[src/rtl/mem_port_arbiter_if.sv]
// Bundle of the three memory-side handshakes around mem_port_arbiter:
//   cpu_*  : CPU requester (req held until ack, stall back to the core)
//   ldr_*  : program loader / DMA requester (same handshake, no stall)
//   mem_*  : single shared memory port (req held until single-cycle ready)
// Modports:
//   master : the arbiter's view (consumes requests, drives the memory port)
//   slave  : the environment's view (requesters plus memory model)
interface mem_port_arbiter_if #(
  parameter int unsigned ADDR_W = 32,
  parameter int unsigned DATA_W = 32
);
  logic              cpu_req;
  logic              cpu_we;
  logic [ADDR_W-1:0] cpu_addr;
  logic [DATA_W-1:0] cpu_wdata;
  logic [DATA_W-1:0] cpu_rdata;
  logic              cpu_ack;
  logic              cpu_stall;

  logic              ldr_req;
  logic              ldr_we;
  logic [ADDR_W-1:0] ldr_addr;
  logic [DATA_W-1:0] ldr_wdata;
  logic [DATA_W-1:0] ldr_rdata;
  logic              ldr_ack;

  logic              mem_req;
  logic              mem_we;
  logic [ADDR_W-1:0] mem_addr;
  logic [DATA_W-1:0] mem_wdata;
  logic [DATA_W-1:0] mem_rdata;
  logic              mem_ready;

  modport master (
    input  cpu_req, cpu_we, cpu_addr, cpu_wdata,
    output cpu_rdata, cpu_ack, cpu_stall,
    input  ldr_req, ldr_we, ldr_addr, ldr_wdata,
    output ldr_rdata, ldr_ack,
    output mem_req, mem_we, mem_addr, mem_wdata,
    input  mem_rdata, mem_ready
  );

  modport slave (
    output cpu_req, cpu_we, cpu_addr, cpu_wdata,
    input  cpu_rdata, cpu_ack, cpu_stall,
    output ldr_req, ldr_we, ldr_addr, ldr_wdata,
    input  ldr_rdata, ldr_ack,
    input  mem_req, mem_we, mem_addr, mem_wdata,
    output mem_rdata, mem_ready
  );
endinterface

[src/rtl/mem_port_arbiter.sv]
// Two-requester arbiter/sequencer for the core's unified memory port.
// The CPU normally wins a contested slot; the loader is forced in once the
// CPU has taken STARVE_LIM consecutive grants while the loader was waiting.
// One transaction at a time: IDLE -> *_BUSY (mem_req high until mem_ready)
// -> DONE (one-cycle ack to the owner) -> IDLE.
// Ports:
//   clk_i  : clock, rising edge
//   rst_ni : asynchronous active-low reset
//   bus    : master modport of mem_port_arbiter_if (cpu_*, ldr_*, mem_*)
module mem_port_arbiter #(
  parameter int unsigned ADDR_W     = 32,
  parameter int unsigned DATA_W     = 32,
  parameter int unsigned STARVE_LIM = 4
) (
  input logic                 clk_i,
  input logic                 rst_ni,
  mem_port_arbiter_if.master  bus
);

  localparam int unsigned CntW = $clog2(STARVE_LIM + 1);
  localparam logic [CntW-1:0] StarveMax = CntW'(STARVE_LIM);

  typedef enum logic [1:0] {StIdle, StCpuBusy, StLdrBusy, StDone} state_e;

  state_e            state_q;
  logic [CntW-1:0]   starve_q;
  logic              mem_req_q;
  logic              mem_we_q;
  logic [ADDR_W-1:0] mem_addr_q;
  logic [DATA_W-1:0] mem_wdata_q;
  logic              cpu_ack_q;
  logic              ldr_ack_q;
  logic [DATA_W-1:0] cpu_rdata_q;
  logic [DATA_W-1:0] ldr_rdata_q;

  logic grant_ldr;

  // Loader wins when alone, or when it has waited out STARVE_LIM CPU grants.
  assign grant_ldr = bus.ldr_req & (~bus.cpu_req | (starve_q == StarveMax));

  always_ff @(posedge clk_i or negedge rst_ni) begin
    if (!rst_ni) begin
      state_q     <= StIdle;
      starve_q    <= '0;
      mem_req_q   <= 1'b0;
      mem_we_q    <= 1'b0;
      mem_addr_q  <= '0;
      mem_wdata_q <= '0;
      cpu_ack_q   <= 1'b0;
      ldr_ack_q   <= 1'b0;
      cpu_rdata_q <= '0;
      ldr_rdata_q <= '0;
    end else begin
      unique case (state_q)
        StIdle: begin
          if (grant_ldr) begin
            state_q     <= StLdrBusy;
            mem_req_q   <= 1'b1;
            mem_we_q    <= bus.ldr_we;
            mem_addr_q  <= bus.ldr_addr;
            mem_wdata_q <= bus.ldr_wdata;
            starve_q    <= '0;
          end else if (bus.cpu_req) begin
            state_q     <= StCpuBusy;
            mem_req_q   <= 1'b1;
            mem_we_q    <= bus.cpu_we;
            mem_addr_q  <= bus.cpu_addr;
            mem_wdata_q <= bus.cpu_wdata;
            // Count only grants the loader actually lost; saturate at the limit.
            if (!bus.ldr_req) begin
              starve_q <= '0;
            end else if (starve_q != StarveMax) begin
              starve_q <= starve_q + CntW'(1);
            end
          end
        end
        StCpuBusy, StLdrBusy: begin
          if (bus.mem_ready) begin
            state_q   <= StDone;
            mem_req_q <= 1'b0;
            if (state_q == StCpuBusy) begin
              cpu_ack_q <= 1'b1;
              if (!mem_we_q) cpu_rdata_q <= bus.mem_rdata;
            end else begin
              ldr_ack_q <= 1'b1;
              if (!mem_we_q) ldr_rdata_q <= bus.mem_rdata;
            end
          end
        end
        StDone: begin
          // Requests are ignored here so the owner can drop/renew req safely.
          state_q   <= StIdle;
          cpu_ack_q <= 1'b0;
          ldr_ack_q <= 1'b0;
        end
        default: begin
          state_q   <= StIdle;
          mem_req_q <= 1'b0;
          cpu_ack_q <= 1'b0;
          ldr_ack_q <= 1'b0;
        end
      endcase
    end
  end

  assign bus.mem_req   = mem_req_q;
  assign bus.mem_we    = mem_we_q;
  assign bus.mem_addr  = mem_addr_q;
  assign bus.mem_wdata = mem_wdata_q;
  assign bus.cpu_ack   = cpu_ack_q;
  assign bus.ldr_ack   = ldr_ack_q;
  assign bus.cpu_rdata = cpu_rdata_q;
  assign bus.ldr_rdata = ldr_rdata_q;
  // Core freezes while its request is outstanding; releases in the ack cycle.
  assign bus.cpu_stall = bus.cpu_req & ~cpu_ack_q;

endmodule

[src/flat_wrapper.sv]
// flat-port wrapper written by rule: the top's interface ports become plain ports
module mem_port_arbiter_flat 
#(
  parameter int unsigned ADDR_W     = 32,
  parameter int unsigned DATA_W     = 32,
  parameter int unsigned STARVE_LIM = 4
)
  (clk_i, rst_ni, bus_cpu_req, bus_cpu_we, bus_cpu_addr, bus_cpu_wdata, bus_cpu_rdata, bus_cpu_ack, bus_cpu_stall, bus_ldr_req, bus_ldr_we, bus_ldr_addr, bus_ldr_wdata, bus_ldr_rdata, bus_ldr_ack, bus_mem_req, bus_mem_we, bus_mem_addr, bus_mem_wdata, bus_mem_rdata, bus_mem_ready);
  mem_port_arbiter_if #(.ADDR_W(ADDR_W), .DATA_W(DATA_W)) bus_i ();
  input logic clk_i;
  input logic rst_ni;
  input wire logic [$bits(bus_i.cpu_req)-1:0] bus_cpu_req;
  input wire logic [$bits(bus_i.cpu_we)-1:0] bus_cpu_we;
  input wire logic [$bits(bus_i.cpu_addr)-1:0] bus_cpu_addr;
  input wire logic [$bits(bus_i.cpu_wdata)-1:0] bus_cpu_wdata;
  output wire logic [$bits(bus_i.cpu_rdata)-1:0] bus_cpu_rdata;
  output wire logic [$bits(bus_i.cpu_ack)-1:0] bus_cpu_ack;
  output wire logic [$bits(bus_i.cpu_stall)-1:0] bus_cpu_stall;
  input wire logic [$bits(bus_i.ldr_req)-1:0] bus_ldr_req;
  input wire logic [$bits(bus_i.ldr_we)-1:0] bus_ldr_we;
  input wire logic [$bits(bus_i.ldr_addr)-1:0] bus_ldr_addr;
  input wire logic [$bits(bus_i.ldr_wdata)-1:0] bus_ldr_wdata;
  output wire logic [$bits(bus_i.ldr_rdata)-1:0] bus_ldr_rdata;
  output wire logic [$bits(bus_i.ldr_ack)-1:0] bus_ldr_ack;
  output wire logic [$bits(bus_i.mem_req)-1:0] bus_mem_req;
  output wire logic [$bits(bus_i.mem_we)-1:0] bus_mem_we;
  output wire logic [$bits(bus_i.mem_addr)-1:0] bus_mem_addr;
  output wire logic [$bits(bus_i.mem_wdata)-1:0] bus_mem_wdata;
  input wire logic [$bits(bus_i.mem_rdata)-1:0] bus_mem_rdata;
  input wire logic [$bits(bus_i.mem_ready)-1:0] bus_mem_ready;
  assign bus_i.cpu_req = bus_cpu_req;
  assign bus_i.cpu_we = bus_cpu_we;
  assign bus_i.cpu_addr = bus_cpu_addr;
  assign bus_i.cpu_wdata = bus_cpu_wdata;
  assign bus_cpu_rdata = bus_i.cpu_rdata;
  assign bus_cpu_ack = bus_i.cpu_ack;
  assign bus_cpu_stall = bus_i.cpu_stall;
  assign bus_i.ldr_req = bus_ldr_req;
  assign bus_i.ldr_we = bus_ldr_we;
  assign bus_i.ldr_addr = bus_ldr_addr;
  assign bus_i.ldr_wdata = bus_ldr_wdata;
  assign bus_ldr_rdata = bus_i.ldr_rdata;
  assign bus_ldr_ack = bus_i.ldr_ack;
  assign bus_mem_req = bus_i.mem_req;
  assign bus_mem_we = bus_i.mem_we;
  assign bus_mem_addr = bus_i.mem_addr;
  assign bus_mem_wdata = bus_i.mem_wdata;
  assign bus_i.mem_rdata = bus_mem_rdata;
  assign bus_i.mem_ready = bus_mem_ready;
  mem_port_arbiter #(.ADDR_W(ADDR_W), .DATA_W(DATA_W), .STARVE_LIM(STARVE_LIM)) u_core (.clk_i(clk_i), .rst_ni(rst_ni), .bus(bus_i));
endmodule
[config.mk]
export PLATFORM = sky130hd
export DESIGN_NAME = mem_port_arbiter_flat
export DESIGN_NICKNAME = d
export VERILOG_FILES = /design/src/rtl/mem_port_arbiter_if.sv /design/src/rtl/mem_port_arbiter.sv /design/src/flat_wrapper.sv
export SDC_FILE = /design/constraint.sdc
export NUM_CORES = 1
export LEC_CHECK = 0
export ABC_CLOCK_PERIOD_IN_PS = 2700
export CAP_MARGIN = 20
export CORE_MARGIN = 2
export CORE_UTILIZATION = 31
export DETAILED_ROUTE_END_ITERATION = 12
export PLACE_DENSITY = 0.64
export SLEW_MARGIN = 20
export SYNTH_ARGS = -nofsm -noshare
export SYNTH_HDL_FRONTEND = slang
export SYNTH_SLANG_ARGS = --single-unit
[constraint.sdc]
create_clock -name clk_i -period 2.7 [get_ports clk_i]
set_clock_uncertainty 0.2 [all_clocks]
set_input_delay 0.54 -clock clk_i [delete_from_list [all_inputs] [get_ports clk_i]]
set_output_delay 0.54 -clock clk_i [all_outputs]
set_load 0.1 [all_outputs]
==> flow_metrics.tcl <==
set metrics [dict create \
    slowest_stage "clkdlybuf4s50_1" \
    hold_class "flip-flop to flip-flop" \
    die_area_mm2 0.0218 \
    synth_nets 734 \
    clockBufferDepth 2 \
    finalMaxSlewViolations 0 \
    holdWs_ns 0.286 \
    cpPeakStageDelay_ns 0.46 \
    maxCapViolCount 0 \
    dr_total_vias 5510 \
    syn_avg_cell_area_um2 11.4 \
    final_hold_viol_count 0 \
    finalSetupTns_ns 0 \
    syn_inst 559 \
    rsz0062_at_grt "false" \
    rows 52 \
    drt_wl_total_um 20100 \
    root_buffer "clkbuf_16" \
    drt_iter0_drc 193 \
    grt_max_degree 68 \
    worstRegToRegCells 5 \
    antenna_found_initial 0 \
    grt_util_all_layers_pct 18.3 \
    slew_headroom_pct 29.3 \
    drive_above_1_share_pct 35.4 \
    worst-path-buf-inv 3 \
    coreArea_mm2 0.0202 \
    grt_pass1_vias 5542 \
    numPortBuffers 299 \
    status "finished clean" \
    synth_cell_types 34 \
    seq_area_frac_synth_pct 53.6 \
    synthToLayoutAreaGrowth_pct 55.1 \
    cts_setup_buffers 0 \
    ant_nets 0 \
    fillCellCount 1872 \
    endpoint_kind "output pin" \
    crit_type "input port to output pin" \
    path_max_fanout 6 \
    cts_tree "yes" \
    htreeDepth 4 \
    chipWidth_um 148 \
    synth_area_leader_cell "dfrtp_1" \
    nNetsFinal 1018 \
    multi_input_area_mm2 0.00270 \
    critPathTopFamily "buffers and inverters" \
    crit_chain "clkdlybuf4s50_1, buf_4, nor2b_2, buf_12" \
    r2r-start "u_core.starve_q[0]" \
    clkSinkCount 137 \
    synth_area_leaders "dfrtp_1 (54%), mux2_2 (11%), o211ai_2 (9.8%)" \
    hold_buffers 1 \
    cts-resized-gates 0 \
    arrival_ns 1.55 \
    path_depth 4 \
    fmax_mhz 437 \
    cts_buffers 17 \
    io_pins 300 \
    utilization_pct 49.0 \
    grt_pass1_wl_um 31500 \
    r2r_slack_ns 0.46 \
    drc_errors 0 \
    regArea_mm2 0.00343 \
    critPathLaunch "bus_cpu_req" \
    setup_viol 0 \
    die_y_um 148 \
    required_ns 1.96 \
    worst_setup_path_start_kind "input port" \
    yosysWarnings 0 \
    postPlaceCellArea_mm2 0.00934 \
    period_share_pct 84.7 \
    endpoint "bus_cpu_stall" \
    overflow 0 \
    finalWeightedCongestion 0.771 \
    dp_hpwl_um 13700 \
    r2r-end "u_core.bus.mem_addr[31]" \
    finalCriticalPeriod_ns 2.29 \
    path_clk_slew_ns 0.07 \
    tightest_slew_ns 1.06 \
    synth_top_cell_area_share_pct 53.6 \
    clkLatencyLatePin_ns 0.41 \
    diodes 0 \
    dr.pass1.iters 5 \
    start_util_pct 31.6 \
    wl_per_cell_um 17.9 \
    final_area_mm2 0.00992 \
    viasPerCell 4.89 \
    ys_seq_elements 137 \
    syn_area_mm2 0.00640 \
]
[synth_stat cells]
| cell type | n |
|---|---|
| clkbuf_1 | 22 |
| o31ai_1 | 1 |
| o211ai_1 | 15 |
| o21ai_0 | 3 |
| inv_1 | 6 |
| a211oi_1 | 1 |
| nor2_1 | 2 |
| buf_2 | 12 |
| mux2_2 | 63 |
| mux2i_1 | 2 |
| buf_4 | 5 |
| nand2_1 | 133 |
| a32o_1 | 1 |
| a21bo_2 | 1 |
| nor2b_1 | 3 |
| ha_1 | 8 |
| dfrtp_1 | 137 |
| o21a_1 | 1 |
| clkbuf_2 | 1 |
| a21oi_1 | 1 |
| buf_6 | 6 |
| nand3_1 | 1 |
| a31oi_1 | 3 |
| o22ai_1 | 1 |
| and2_4 | 1 |
| nand2b_1 | 1 |
| nand3b_1 | 2 |
| o211ai_2 | 50 |
| buf_1 | 5 |
| nand4_1 | 66 |
| and4bb_2 | 1 |
| mux2_1 | 2 |
| o21ai_1 | 1 |
| o41ai_1 | 1 |
[worst register-to-register path, stage by stage, from the launching register on]
cell      delay [ns]
dfrtp_1         0.41
inv_1           0.07
ha_1            0.17
a21bo_2         0.14
and2_4          0.84
o211ai_1        0.24
[cells in the final DEF, fill, tap and decap left out, types with 3 or more instances in the layout]
cell,count
dfrtp_1,137
clkdlybuf4s50_1,164
a31oi_1,3
ha_1,7
inv_6,7
o21ai_0,3
buf_4,143
clkinvlp_4,4
buf_12,6
inv_1,6
nand4_1,66
mux2_2,63
clkbuf_16,17
o211ai_1,15
nand2_1,133
o211ai_2,50
[metrics by stage]
stage / cells / worst slack (ns)
after global placement: 1093 / 0.0787
after global routing: 1126 / 0.261
after floorplan: 559 / 0.249
after detailed placement: 1093 / 0.0599
after CTS: 1126 / 0.402
final: 1126 / 0.414
[registers in the layout, indices dropped and copies added, names as in the netlist, 2 cells and up]
register	cells
u_core.state_q	2
u_core.starve_q	3
u_core.bus.cpu_rdata	32
u_core.bus.ldr_rdata	32
u_core.bus.mem_wdata	32
u_core.bus.mem_addr	32
[cell type report]
cell class	instances	share of cell area (%)
clock inverter	15	1.54
timing repair buffer	316	28.8
tap	270	3.40
clock buffer	17	4.29
multi-input combinational	365	27.2
inverter	6	0.227
sequential	137	34.5
[kinds of logic after synthesis]
family / synth area share, %
simple gates: 15.4
fa+ha+maj: 1.56
flops: 53.6
buf+inv: 4.59
mux: 11.7
compound gates: 13.1
[per-layer routing]
| metal | up-vias | GRT usage [%] | routed length [µm] |
|---|---|---|---|
| met3 | 16 | 6.60 | 2000 |
| met4 | 0 | 5.38 | 271 |
| met5 | - | 0 | 0 |
| met1 | 2651 | 24.5 | 8850 |
| met2 | 250 | 28.0 | 9030 |
| li1 | 2593 | - | - |
[how the worst min path moves through the flow]
stage,start,endpoint,slack [ns],cells after the start
floorplan,rst_ni,u_core.bus.cpu_ack,0.04,0
detailed placement,u_core.bus.mem_wdata[29],u_core.bus.mem_wdata[29],0.27,2
CTS,u_core.bus.mem_wdata[6],u_core.bus.mem_wdata[6],0.29,2
finish,u_core.bus.mem_addr[24],u_core.bus.mem_addr[24],0.29,2
global placement,u_core.bus.ldr_rdata[14],u_core.bus.ldr_rdata[14],0.27,1
global route,u_core.bus.cpu_rdata[26],u_core.bus.cpu_rdata[26],0.31,1
Power is not shown: default switching activity piles up to over one toggle a cycle in this logic, so the estimate is an artifact.
